--- config.mk ---
export PLATFORM = sky130hd
export DESIGN_NAME = pe_node
export DESIGN_NICKNAME = d
export VERILOG_FILES = /design/src/rtl/pe_node.sv
export SDC_FILE = /design/constraint.sdc
export NUM_CORES = 1
export LEC_CHECK = 0
export CAP_MARGIN = 25
export CORE_MARGIN = 2
export CORE_UTILIZATION = 55
export DETAILED_ROUTE_END_ITERATION = 16
export PLACE_DENSITY = 0.89
export SLEW_MARGIN = 20
export SYNTH_ARGS = -nofsm -noshare
export SYNTH_HDL_FRONTEND = slang
export SYNTH_SLANG_ARGS = --single-unit
--- constraint.sdc ---
create_clock -name CLK -period 7.3 [get_ports CLK]
set_clock_uncertainty 0.1 [all_clocks]
set_input_delay 1.46 -clock CLK [delete_from_list [all_inputs] [get_ports CLK]]
set_output_delay 1.46 -clock CLK [all_outputs]
set_load 0.01 [all_outputs]
--- src/rtl/pe_node.sv ---
// Processing-element node: a command-driven flit generator feeding per-port output FIFOs,
// plus a round-robin receive arbiter. Define PE_NODE_RX_STICKY_EN to make control_out hold its last value.
module pe_node #(
    parameter int WIDTH  = 32,
    parameter int NPORTS = 2,
    parameter int DEPTH  = 4
) (
    input  logic                     CLK,
    input  logic                     RST,
    input  logic [NPORTS*WIDTH-1:0]  inport_dataIn,
    input  logic [NPORTS-1:0]        inport_dataValid,
    output logic [NPORTS-1:0]        inport_dataDeq,
    output logic [NPORTS*WIDTH-1:0]  outport_dataOut,
    output logic [NPORTS-1:0]        outport_dataValid,
    input  logic [NPORTS-1:0]        outport_dataDeq,
    input  logic [WIDTH-1:0]         control_in,
    output logic [WIDTH-1:0]         control_out
);

    localparam int AW = $clog2(DEPTH);
    localparam int CW = AW + 1;
    localparam int SW = WIDTH - 16;

    typedef enum logic [1:0] {S_IDLE, S_SEND, S_DONE} state_t;

    // ------------------------------------------------------------------
    // Command decode
    // ------------------------------------------------------------------
    logic           w_cmd_start;
    logic [7:0]     w_cmd_len;
    logic [3:0]     w_cmd_port;
    logic [SW-1:0]  w_cmd_seed;
    logic           w_cmd_port_ok;

    assign w_cmd_start   = control_in[0];
    assign w_cmd_len     = control_in[8:1];
    assign w_cmd_port    = control_in[12:9];
    assign w_cmd_seed    = control_in[WIDTH-1:16];
    assign w_cmd_port_ok = ({1'b0, w_cmd_port} < 5'(NPORTS));

    // ------------------------------------------------------------------
    // Send FSM
    // ------------------------------------------------------------------
    state_t         r_state;
    state_t         w_state_nxt;
    logic [7:0]     r_len;
    logic [7:0]     r_cnt;
    logic [3:0]     r_port;
    logic [SW-1:0]  r_seed;
    logic           w_accept;
    logic           w_enq;
    logic           w_port_full;
    logic [NPORTS-1:0] w_full;
    logic [WIDTH-1:0]  w_flit;

    assign w_flit = WIDTH'(r_seed) + WIDTH'(r_cnt);

    always_comb begin
        w_port_full = 1'b1;
        for (int p = 0; p < NPORTS; p++) begin
            if (r_port == 4'(p)) w_port_full = w_full[p];
        end
    end

    // NOTE: every combinational output gets a default before the case, so no path leaves it unassigned and no latch is inferred.
    always_comb begin
        w_state_nxt = r_state;
        w_accept    = 1'b0;
        w_enq       = 1'b0;
        case (r_state)
            S_IDLE: begin
                if (w_cmd_start) begin
                    if (!w_cmd_port_ok) begin
                        w_state_nxt = S_DONE;
                    end else begin
                        w_accept    = 1'b1;
                        w_state_nxt = (w_cmd_len != 8'd0) ? S_SEND : S_DONE;
                    end
                end
            end
            S_SEND: begin
                if (!w_port_full) begin
                    w_enq = 1'b1;
                    if (r_cnt == r_len - 8'd1) w_state_nxt = S_DONE;
                end
            end
            S_DONE: begin
                if (!w_cmd_start) w_state_nxt = S_IDLE;
            end
            default: w_state_nxt = S_IDLE;
        endcase
    end

    // NOTE: sequential state uses non-blocking assignments so all registers update from pre-edge values.
    always_ff @(posedge CLK or posedge RST) begin
        if (RST) begin
            r_state <= S_IDLE;
        end else begin
            r_state <= w_state_nxt;
        end
    end

    always_ff @(posedge CLK or posedge RST) begin
        if (RST) begin
            r_len  <= '0;
            r_cnt  <= '0;
            r_port <= '0;
            r_seed <= '0;
        end else if (w_accept) begin
            r_len  <= w_cmd_len;
            r_cnt  <= '0;
            r_port <= w_cmd_port;
            r_seed <= w_cmd_seed;
        end else if (w_enq) begin
            r_cnt  <= r_cnt + 8'd1;
        end
    end

    // ------------------------------------------------------------------
    // Output FIFOs, one per port
    // ------------------------------------------------------------------
    for (genvar p = 0; p < NPORTS; p++) begin : g_fifo
        logic [WIDTH-1:0] r_mem [DEPTH];
        logic [AW-1:0]    r_wptr;
        logic [AW-1:0]    r_rptr;
        logic [CW-1:0]    r_count;
        logic             r_full;
        logic             w_push;
        logic             w_pop;
        logic [CW-1:0]    w_count_nxt;

        // Push is already gated by the registered full flag inside the FSM.
        assign w_push = w_enq && (r_port == 4'(p));
        assign w_pop  = outport_dataDeq[p] && (r_count != '0);

        always_comb begin
            w_count_nxt = r_count;
            if (w_push && !w_pop)      w_count_nxt = r_count + CW'(1);
            else if (!w_push && w_pop) w_count_nxt = r_count - CW'(1);
        end

        always_ff @(posedge CLK or posedge RST) begin
            if (RST) begin
                r_wptr  <= '0;
                r_rptr  <= '0;
                r_count <= '0;
                r_full  <= 1'b0;
            end else begin
                if (w_push) r_wptr <= r_wptr + AW'(1);
                if (w_pop)  r_rptr <= r_rptr + AW'(1);
                r_count <= w_count_nxt;
                r_full  <= (w_count_nxt == CW'(DEPTH));
            end
        end

        // NOTE: storage is not reset; the pointers and count define which entries are meaningful.
        always_ff @(posedge CLK) begin
            if (w_push) r_mem[r_wptr] <= w_flit;
        end

        assign w_full[p]                            = r_full;
        assign outport_dataOut[p*WIDTH +: WIDTH]    = r_mem[r_rptr];
        assign outport_dataValid[p]                 = (r_count != '0);
    end

    // ------------------------------------------------------------------
    // Receive arbiter
    // ------------------------------------------------------------------
    logic [3:0]        r_rr;
    logic              w_grant_any;
    logic [3:0]        w_grant_idx;
    logic [WIDTH-1:0]  w_grant_data;
    logic [NPORTS-1:0] w_grant_onehot;
    int                w_best;
    logic [WIDTH-1:0]  r_ctrl_out;

    // Pick the valid port with the smallest rotational distance from the pointer.
    always_comb begin
        w_grant_any  = 1'b0;
        w_grant_idx  = '0;
        w_grant_data = '0;
        w_best       = NPORTS;
        for (int p = 0; p < NPORTS; p++) begin
            if (inport_dataValid[p] && (((p + NPORTS - int'(r_rr)) % NPORTS) < w_best)) begin
                w_best       = (p + NPORTS - int'(r_rr)) % NPORTS;
                w_grant_any  = 1'b1;
                w_grant_idx  = 4'(p);
                w_grant_data = inport_dataIn[p*WIDTH +: WIDTH];
            end
        end
        for (int p = 0; p < NPORTS; p++) begin
            w_grant_onehot[p] = w_grant_any && (w_grant_idx == 4'(p));
        end
    end

    assign inport_dataDeq = RST ? '0 : w_grant_onehot;

    always_ff @(posedge CLK or posedge RST) begin
        if (RST) begin
            r_rr <= '0;
        end else if (w_grant_any) begin
            r_rr <= (w_grant_idx == 4'(NPORTS - 1)) ? 4'd0 : w_grant_idx + 4'd1;
        end
    end

    always_ff @(posedge CLK or posedge RST) begin
        if (RST) begin
            r_ctrl_out <= '0;
        end else if (w_grant_any) begin
            r_ctrl_out <= {1'b1, w_grant_idx, w_grant_data[WIDTH-6:0]};
        end
`ifdef PE_NODE_RX_STICKY_EN
        else begin
            r_ctrl_out <= r_ctrl_out;
        end
`else
        else begin
            r_ctrl_out <= '0;
        end
`endif
    end

    assign control_out = r_ctrl_out;

    // Reserved command bits and the flit bits displaced by the status header are intentionally dropped.
    logic w_unused_bits;
    assign w_unused_bits = ^{control_in[15:13], w_grant_data[WIDTH-1:WIDTH-5]};

endmodule

==> results by group <==
STA
  • RSZ-0062 raised after global routing: false
  • # setup viols final: 0
  • Minimum clock period: 4820 ps
  • Setup TNS Final: 0 ps
  • Relative slew slack: 41.1%
  • Fin. Hold Viols: 0
  • Max Fclk: 207 MHz
  • Period utilization: 66.0%
  • Slew @ Worst Pin: 883 ps
  • Final Max Tran Viols: 0

Clock tree
  • CTS Hold Bufs: 0
  • Clock buffer count from CTS: 22
  • Worst-Skew Late Latency: 510 ps
  • H-Tree Depth: 1
  • Post-CTS setup buffers: 0
  • Clk root buf: clkbuf_16
  • CTS tree: yes
  • Clk buf depth: 3
  • Clk sinks: 220
  • Post-CTS resize count: 0
  • Clock transition at path regs: 60 ps

Setup path
  • Data required, critical path: 5740 ps
  • Critical Path AT: 3260 ps
  • CP Launch Type: input pin
  • Crit path top cell by count: clkdlybuf4s50_1
  • Worst path buffer plus inverter count: 3
  • Crit path max-delay family: buffers and inverters
  • Endpoint class of the critical path: output pin
  • Worst-path maximum fanout: 30
  • Worst setup path category: input pin to output pin
  • Largest stage delay, worst path: 570 ps
  • Worst path cell trace: clkdlybuf4s50_1, buf_4, nand2_1, and2_1, nor3b_1, clkdlybuf4s50_1
  • CP max-delay cell: clkdlybuf4s50_1
  • FF-to-FF setup slack: 4040 ps

Logic synthesis
  • Xor/xnor cell area share of the yosys netlist: 3.94%
  • Post-Syn Instances: 697
  • Synth Register Bits: 220
  • Unique masters post-synth: 48
  • Avg Cell Area, Syn: 13.7 um^2
  • Main combinational cell family by area after synthesis: simple AND/OR/NAND/NOR gates
  • Compound-Gate Fraction of Synth Area: 4.01%
  • Sequential area share after synthesis: 64.7%
  • Adder-Cell Fraction of Synth Area: 3.35%
  • Mux share of post-synthesis cell area: 8.46%
  • Syn. warnings: 0
  • Post-Synth Simple-Gate Area: 11.0%
  • Synth Cell Area: 9560 um^2

Floorplanning
  • Die Wd: 136 um
  • Placeable core area: 17,100 um^2
  • DIE AREA: 18,400 um^2
  • Chip height: 136 um
  • Ports: 202
  • Num rows: 48
  • Starting Density: 55.8%

Run status
  • Status: complete, no violations

Cells and area
  • P&R area growth vs syn: 24.4%
  • Final Cell Area: 11,900 um^2
  • Fraction of layout cells with a size suffix above 1: 9.18%
  • # nets final: 982
  • Fillers: 1,146
  • Antenna cell count: 0

Global route
  • Total grt overflow: 0
  • First-pass GRT wire length: 30,900 um
  • Initial antenna violation count: 0
  • Pin count of the biggest net entering global routing: 69
  • Number of global-route vias before repair: 5,908
  • GRT Total Usage: 22.0%

Routing
  • # DRC: 0
  • WL per Instance: 17.9 um
  • Vias/cell: 5.25
  • Routed wire length: 19,600 um
  • Drt pass-1 iters: 4
  • Vias post-DR: 5,757
  • DRT antenna net count: 0
  • DRT iter0 DRCs: 368

Power
  • Tot Pwr: 4010 uW
  • Leak: 0.00462 uW
  • PwrDens: 337 nW/um^2
  • Worst IR drop on VDD: 0.250 mV

Job
  • Maxcap violations: 0

Placed design
  • Area post-placement: 11,200 um^2
  • PortBufs: 155
  • Post-DP HPWL: 13,600 um
  • Final Wtd Congestion: 0.840

Hold path
  • Min-delay worst type: flip-flop to flip-flop
[worst paths after layout]
| kind | startpoint | endpoint | depth (start not counted) |
|---|---|---|---|
| setup / recovery | inport_dataValid[0] | inport_dataDeq[0] | 6 |
| hold / removal | r_seed[5]$_DFFE_PP0P_ | r_seed[5]$_DFFE_PP0P_ | 2 |
| setup reg to reg | r_cnt[0]$_DFFE_PP0P_ | g_fifo[0].r_mem[1][12]$_DFFE_PP_ | 9 |
| hold reg to reg | r_seed[5]$_DFFE_PP0P_ | r_seed[5]$_DFFE_PP0P_ | 2 |
| max in group asynchronous | RST | g_fifo[1].r_rptr[0]$_DFFE_PP0P_ | 3 |
| min in group asynchronous | RST | control_out[10]$_DFF_PP0_ | 2 |
[cells by family after synthesis]
kind of cell,after synthesis
and+or+nand+nor,224
adders and majority gates,25
other,1
DFF,220
buffers and inverters,76
muxes,38
AOI/OAI and AO/OA,70
xor gates and xnor gates,43
[worst reg2reg max path, cell delays in order, from the launching register on]
cell	delay, ps
dfrtp_1	510
ha_1	220
inv_1	50
fa_1	400
nor2b_1	140
o21a_1	140
o21ai_0	150
a211oi_1	460
nand4_1	170
xnor2_1	600
[metal layers]
metal	part of all wire [%]	wire, um	up-vias	GRT usage (%)
met5	0	0	-	0
met4	2.3	449	0	6.77
met3	8.2	1600	27	5.82
met2	52	10200	208	38.4
met1	37	7330	2790	26.9
li1	-	-	2732	-
[registers in the layout (all words and copies together), names as in the netlist]
register,cells
control_out,29
g_fifo.r_wptr,4
g_fifo.r_count,6
r_seed,16
r_port,4
g_fifo.r_mem,136
r_cnt,8
r_len,8
r_state,2
g_fifo.r_full,2
r_rr,1
g_fifo.r_rptr,4
[power breakdown]
part | internal (uW) | total [uW] | leakage, uW | switching [uW]
clock | 601 | 1050 | 0.000327 | 448
combinational | 616 | 1180 | 0.00198 | 564
sequential | 1580 | 1780 | 0.00231 | 196
[cells in the mapped netlist, drive strengths merged]
cell	n	area, um^2
mux2i	2	20.0
a21oi	13	65.1
nor2b	5	31.3
or4	3	22.5
nand2b	5	31.3
inv	17	63.8
o2bb2ai	1	8.76
dfrtp	84	2100
or3b	1	8.76
nand3b	3	22.5
xor2	13	114
clkbuf	18	67.6
nand3	5	25.0
o21ai	46	230
a311oi	1	8.76
nor4b	1	8.76
and3	8	50.1
a21o	1	7.51
nand2	141	529
and2	12	75.1
conb	1	3.75
xnor2	30	263
mux2	2	22.5
fa	1	20.0
nor3	4	20.0
and4	1	8.76
nor3b	3	32.5
nor4	3	25.0
a211oi	1	7.51
nand4	6	52.6
mux4	34	766
edfxtp	136	4080
o311ai	1	8.76
or3	6	42.5
nor2	16	60.1
ha	24	300
o21a	2	15.0
o211ai	3	22.5
buf	41	294
or2	1	6.26
o221ai	1	8.76
[stage by stage]
stage	utilization (%)	hold slack (ps)	worst slack, ps	instances
final	69.4	380	2480	1096
after global routing	69.4	398	2370	1096
after CTS	69.4	385	2470	1096
after detailed placement	65.5	370	2470	1056
after global placement	65.4	366	2500	1055
after floorplan	-	350	2110	729
[layout make-up]
class / instances / area [um^2] / area share [%]
sequential: 220 / 6190 / 52.1
tap: 225 / 282 / 2.37
multi-input combinational: 433 / 3070 / 25.8
inverter: 17 / 65.1 / 0.547
clock inverter: 12 / 92.6 / 0.779
clock buffer: 28 / 583 / 4.91
timing repair buffer: 161 / 1600 / 13.5
[layout by cell type, fill, tap and decap left out, drive strengths merged, types with 4 or more instances in the layout]
| cell | instances |
|---|---|
| mux4 | 34 |
| a21oi | 13 |
| xor2 | 13 |
| nand4 | 6 |
| edfxtp | 136 |
| inv | 16 |
| conb | 33 |
| ha | 24 |
| clkbuf | 28 |
| nor3 | 4 |
| xnor2 | 30 |
| and3 | 8 |
| nand3 | 5 |
| or3 | 6 |
| o21ai | 46 |
| buf | 6 |
| clkdlybuf4s50 | 155 |
| nor2b | 5 |
| clkinv | 11 |
| nand2 | 141 |
| nor2 | 16 |
| and2 | 12 |
| nand2b | 5 |
| dfrtp | 84 |
(Power assumes the default switching activity.)
